===== src/rtl/data_mem_arbiter.sv =====
// Two-port arbiter/sequencer for the single-port data memory.
// Optional misalignment trap: define DATA_MEM_ARB_ALIGN_CHECK_EN.
module data_mem_arbiter #(
  parameter int unsigned FIXED_PRIO = 0
) (
  input  logic        clk,
  input  logic        rst,
  input  logic        req0,
  input  logic        we0,
  input  logic [31:0] addr0,
  input  logic [31:0] wdata0,
  input  logic [2:0]  memsrc0,
  output logic        ack0,
  output logic        done0,
  output logic [31:0] rdata0,
  input  logic        req1,
  input  logic        we1,
  input  logic [31:0] addr1,
  input  logic [31:0] wdata1,
  input  logic [2:0]  memsrc1,
  output logic        ack1,
  output logic        done1,
  output logic [31:0] rdata1,
  output logic [31:0] mem_A,
  output logic [31:0] mem_WD,
  output logic        mem_WE,
  output logic [2:0]  mem_MemSrc,
  input  logic [31:0] mem_RD,
  output logic        err
);

  typedef enum logic {IDLE, ACCESS} state_t;

  state_t      state, state_nx;
  logic        cmd_we;
  logic [31:0] cmd_addr;
  logic [31:0] cmd_wdata;
  logic [2:0]  cmd_memsrc;
  logic        cmd_owner;
  logic        cmd_bad;
  logic        last_winner;

  logic        sel_we;
  logic [31:0] sel_addr;
  logic [31:0] sel_wdata;
  logic [2:0]  sel_memsrc;
  logic        bad_in;

  always_comb begin
    state_nx = state;
    ack0     = 1'b0;
    ack1     = 1'b0;
    unique case (state)
      IDLE: begin
        if (!rst) begin
          if (req0 && req1) begin
            // Port 0 wins when last_winner was port 1 or priority is fixed.
            if (FIXED_PRIO != 0 || last_winner)
              ack0 = 1'b1;
            else
              ack1 = 1'b1;
          end else begin
            ack0 = req0;
            ack1 = req1;
          end
        end
        if (ack0 || ack1)
          state_nx = ACCESS;
      end
      ACCESS: state_nx = IDLE;
      default: state_nx = IDLE;
    endcase
  end

  assign sel_we     = ack1 ? we1     : we0;
  assign sel_addr   = ack1 ? addr1   : addr0;
  assign sel_wdata  = ack1 ? wdata1  : wdata0;
  assign sel_memsrc = ack1 ? memsrc1 : memsrc0;

`ifdef DATA_MEM_ARB_ALIGN_CHECK_EN
  assign bad_in = sel_memsrc[1] ? |sel_addr[1:0]
                                : sel_memsrc[0] & sel_addr[0];
`else
  assign bad_in = 1'b0;
`endif

  always_ff @(posedge clk) begin
    if (rst) begin
      state       <= IDLE;
      cmd_we      <= 1'b0;
      cmd_addr    <= '0;
      cmd_wdata   <= '0;
      cmd_memsrc  <= '0;
      cmd_owner   <= 1'b0;
      cmd_bad     <= 1'b0;
      last_winner <= 1'b1;
      done0       <= 1'b0;
      done1       <= 1'b0;
      rdata0      <= '0;
      rdata1      <= '0;
      err         <= 1'b0;
    end else begin
      state <= state_nx;
      done0 <= 1'b0;
      done1 <= 1'b0;
      err   <= 1'b0;
      if (state == ACCESS) begin
        if (cmd_owner) begin
          done1  <= 1'b1;
          rdata1 <= cmd_bad ? 32'h0 : mem_RD;
        end else begin
          done0  <= 1'b1;
          rdata0 <= cmd_bad ? 32'h0 : mem_RD;
        end
        err        <= cmd_bad;
        cmd_we     <= 1'b0;
        cmd_addr   <= '0;
        cmd_wdata  <= '0;
        cmd_memsrc <= '0;
        cmd_owner  <= 1'b0;
        cmd_bad    <= 1'b0;
      end else if (ack0 || ack1) begin
        cmd_we      <= sel_we;
        cmd_addr    <= sel_addr;
        cmd_wdata   <= sel_wdata;
        cmd_memsrc  <= sel_memsrc;
        cmd_owner   <= ack1;
        cmd_bad     <= bad_in;
        last_winner <= ack1;
      end
    end
  end

  assign mem_A      = cmd_addr;
  assign mem_WD     = cmd_wdata;
  assign mem_MemSrc = cmd_memsrc;
  assign mem_WE     = (state == ACCESS) & cmd_we & ~cmd_bad & ~rst;

endmodule


===== config.mk =====
export PLATFORM = sky130hd
export DESIGN_NAME = data_mem_arbiter
export DESIGN_NICKNAME = d
export VERILOG_FILES = /design/src/rtl/data_mem_arbiter.sv
export SDC_FILE = /design/constraint.sdc
export NUM_CORES = 1
export LEC_CHECK = 0
export BUFFER_PORTS_ARGS = -buffer_cell sky130_fd_sc_hd__buf_2
export CAP_MARGIN = 20
export CORE_AREA = 2 2 120 122
export DETAILED_ROUTE_END_ITERATION = 6
export DIE_AREA = 0 0 122 124
export PLACE_DENSITY = 0.81
export SYNTH_ARGS = -nofsm -noshare
export SYNTH_HDL_FRONTEND = slang
export SYNTH_SLANG_ARGS = --single-unit

===== constraint.sdc =====
create_clock -name clk -period 1.97 [get_ports clk]
set_input_delay 0.394 -clock clk [delete_from_list [all_inputs] [get_ports clk]]
set_output_delay 0.394 -clock clk [all_outputs]
set_load 0.1 [all_outputs]

==> qor.csv <==
stage;metric;value;unit
clock_network;clk sinks;137;
detailed_routing;antenna violation net count after detailed routing;0;
detailed_routing;via count;5818;
power;Sequential Power Share;0.347;
critical_path;critical path data arrival time;1.50;ns
synthesis;sequential-to-total area share from yosys stat;0.5152;
synthesis;Ys Warns;0;
detailed_routing;DRT iter0 DRCs;404;
clock_network;Worst-Skew Late Latency;0.41;ns
timing;unrepaired setup endpoints after global routing;false;
timing;Tmin final;1.897;ns
clock_network;Post-CTS Setup Bufs;0;
critical_path;Worst Setup Start Kind;register;
critical_path;Critical Path Fanout Max;10;
layout;# fillers;1298;
detailed_routing;TritonRoute pass-1 iters;6;
clock_network;CTS root buf;clkbuf_16;
clock_network;TritonCTS clock tree;done;
global_routing;vias in the first global route;5377;
power;Clk pwr share;0.396;
synthesis;Post-synth EDFFs;0;
floorplan;Core Footprint;0.01372;mm^2
timing;period utilisation layout;0.9629;
global_routing;largest net degree at the start of global routing;70;
layout;share of cells above drive strength 1;0.3786;
outcome;status;complete, no violations;
synthesis;simple-gate portion of the synthesized area;0.2049;
floorplan;starting density of the core;0.3881;
detailed_routing;wirelength, routed;17390;um
layout;final layout net count;1133;
synthesis;mux share of post-synthesis cell area;0;
power;Tot Pwr;8.812;mW
synthesis;leading area contributor after synthesis;dfxtp_1;
critical_path;crit path from;state;
job;max_cap viols;0;
placement;Final GP Congestion;0.8035;
critical_path;CP required;1.58;ns
global_routing;first-pass GRT wire length;26030;um
synthesis;Synth Area in Adders;0;
power;switching power;3.126;mW
hold_path;Hold Path Class;input pin to register;
timing;final setup margin;0.07311;ns
floorplan;Die Y;124;um
synthesis;ys async rst share;0;
synthesis;top cells by area, synth;dfxtp_1 (52%), nand2_1 (19%), a31oi_1 (6.8%);
synthesis;Yosys reg bits;137;
timing;final hold vios;0;
global_routing;initial antenna violation count;1;
layout;multi-input logic area;0.002302;mm^2
global_routing;GRT Residual Overflow;0;
power;Leak Pwr;3.605;nW
power;VDD IR max;591.4;uV
synthesis;top cell type's share of synthesized area;0.5152;
clock_network;Max Root-Sink Buffers;2;
detailed_routing;post-DR wirelength/cell;15.08;um
synthesis;syn nets;857;
synthesis;top post-synthesis cells by count;nand2_1 (265), dfxtp_1 (137), a21oi_1 (65);
synthesis;Post-Syn Area per Cell;7.772;um^2
floorplan;row count;43;
timing;Achievable Freq;527.2;MHz
synthesis;post-synthesis cell type count;27;
detailed_routing;Remaining DRCs;0;
timing;max_slew headroom;0.4696;
floorplan;Die X;122;um
synthesis;compound-cell area share of the yosys netlist;0.2223;
layout;area growth from synthesis to layout;42.68;%
power;Comb pwr share;0.257;
timing;Pins Over Slew Limit;0;
synthesis;post-synthesis xor/xnor area fraction;0;
layout;Reg area;0.002743;mm^2
clock_network;CTS Buf Count;17;
placement;detailed-placement wirelength estimate;12110;um
synthesis;most common cell in the netlist;nand2_1;
power;switching share of power;0.3547;
clock_network;H-Tree Depth;4;
synthesis;top_reg_cell synth;dfxtp_1;
synthesis;largest family of logic cells by synthesized area;compound AO/OA/AOI/OAI gates;
clock_network;clock-pin slew on the worst setup and hold paths;0.06;ns
layout;post-layout util;0.5537;
critical_path;r2r startpoint;state;
synthesis;Post-Synthesis Cells;685;
timing;clk_skew;0.007153;ns
detailed_routing;Vias/cell;5.046;
floorplan;Die Area;0.01513;mm^2
synthesis;Post-Syn Area;0.005324;mm^2
placement;I/O Buffers;307;
global_routing;Tot GR Track Use;0.2206;
power;power density over the cells;1160;mW/mm^2
hold_path;hold_sp;mem_RD[27];
timing;actual slew at the worst max-slew pin;0.7956;ns
critical_path;critical setup path kind;register to output port;
placement;post-place setup slack;0.1836;ns
power;Cell Int Power;5.687;mW
timing;Setup violations, final;0;
floorplan;Ports;309;
critical_path;Worst Setup End Kind;output port;
sequential cells by signal, indices dropped and copies added (netlist names):
signal and count:
mem_A 32, mem_WD 32, rdata0 32, rdata1 32
mem_MemSrc 3, cmd_owner 1, cmd_we 1, done0 1
done1 1, last_winner 1, state 1
layout by cell type, fill, tap and decap left out:
cell type | netlist | layout
buf_2 | 20 | 304
nand2_1 | 265 | 265
dfxtp_1 | 137 | 137
a21oi_1 | 65 | 65
o21ai_0 | 63 | 63
a31oi_1 | 58 | 58
clkbuf_16 | 0 | 17
buf_4 | 5 | 12
a31oi_2 | 10 | 10
o21ai_1 | 5 | 5
bufinv_16 | 0 | 5
nand2b_1 | 3 | 3
nor2_1 | 3 | 3
clkinv_4 | 0 | 3
buf_12 | 0 | 3
clkinv_2 | 0 | 2
clkbuf_8 | 0 | 2
diode_2 | 0 | 1
a21bo_2 | 1 | 1
nor3_4 | 0 | 1
and3b_2 | 0 | 1
nor2_4 | 1 | 1
and3_2 | 0 | 1
nor2b_2 | 0 | 1
and2_1 | 1 | 1
or2_4 | 1 | 1
and2_4 | 1 | 1
a21boi_4 | 0 | 1
inv_1 | 1 | 1
nor3_1 | 2 | 1
a211o_1 | 1 | 1
conb_1 | 1 | 1
inv_6 | 0 | 1
metrics by stage:
stage          setup TNS [ns]  std cells  area (um^2)  hold WS, ns
6_report                    0       1153         7596       0.2280
5_1_grt                     0       1153         7596       0.2135
4_1_cts                     0       1152         7594       0.2060
3_5_place_dp                0       1122         6943       0.4443
3_3_place_gp                0       1122         6943       0.4388
2_1_floorplan        -0.07463        685         5354       0.4945
repair_timing:
action                                  CTS  global route
endpoints found under the setup margin    1             0
hold buffers                              0             0
gates resized for setup                   1             0
routing by layer:
layer  routed length, um  vias up  global-route usage
li1                    -     2847                   -
met1                6627     2651              0.2415
met2                8544      280              0.3753
met3                1607       40             0.08013
met4                 607        0              0.1149
met5                   0        -                   0
power by group through the flow:
stage | combinational [mW] | clock [mW] | sequential, mW
finish | 2.26 | 3.49 | 3.06
global route | 2.37 | 3.69 | 3.08
CTS | 2.27 | 3.54 | 3.06
detailed placement | 2.27 | 0 | 3.11
global placement | 2.25 | 0 | 3.11
floorplan | 0.495 | 0 | 4.40
path summary, 6_finish.rpt:
path,endpoint,slack (ns),depth (start not counted)
max reg2reg,mem_WD[10],0.33,3
min reg2reg,rdata1[28],0.45,2
min,rdata1[27],0.23,3
max,mem_WE,0.07,2
logic make-up after synthesis:
group,count (synthesis)
simple gates,280
compound gates,204
other cells,1
buf+inv,63
flops,137
worst max-delay path, cell delays in order, from the launching register on:
cell and delay [ns]:
dfxtp_1 0.56, and3b_2 0.25, buf_4 0.28
layout make-up:
cell class                 instances  share of cell area
sequential                       137              0.3611
tap                              180             0.02965
clock buffer                      19             0.05963
inverter                           1           0.0004942
timing repair buffer             319              0.2201
clock inverter                    11             0.02570
multi-input combinational        485              0.3031
antenna                            1           0.0003294
(Power assumes the default switching activity.)
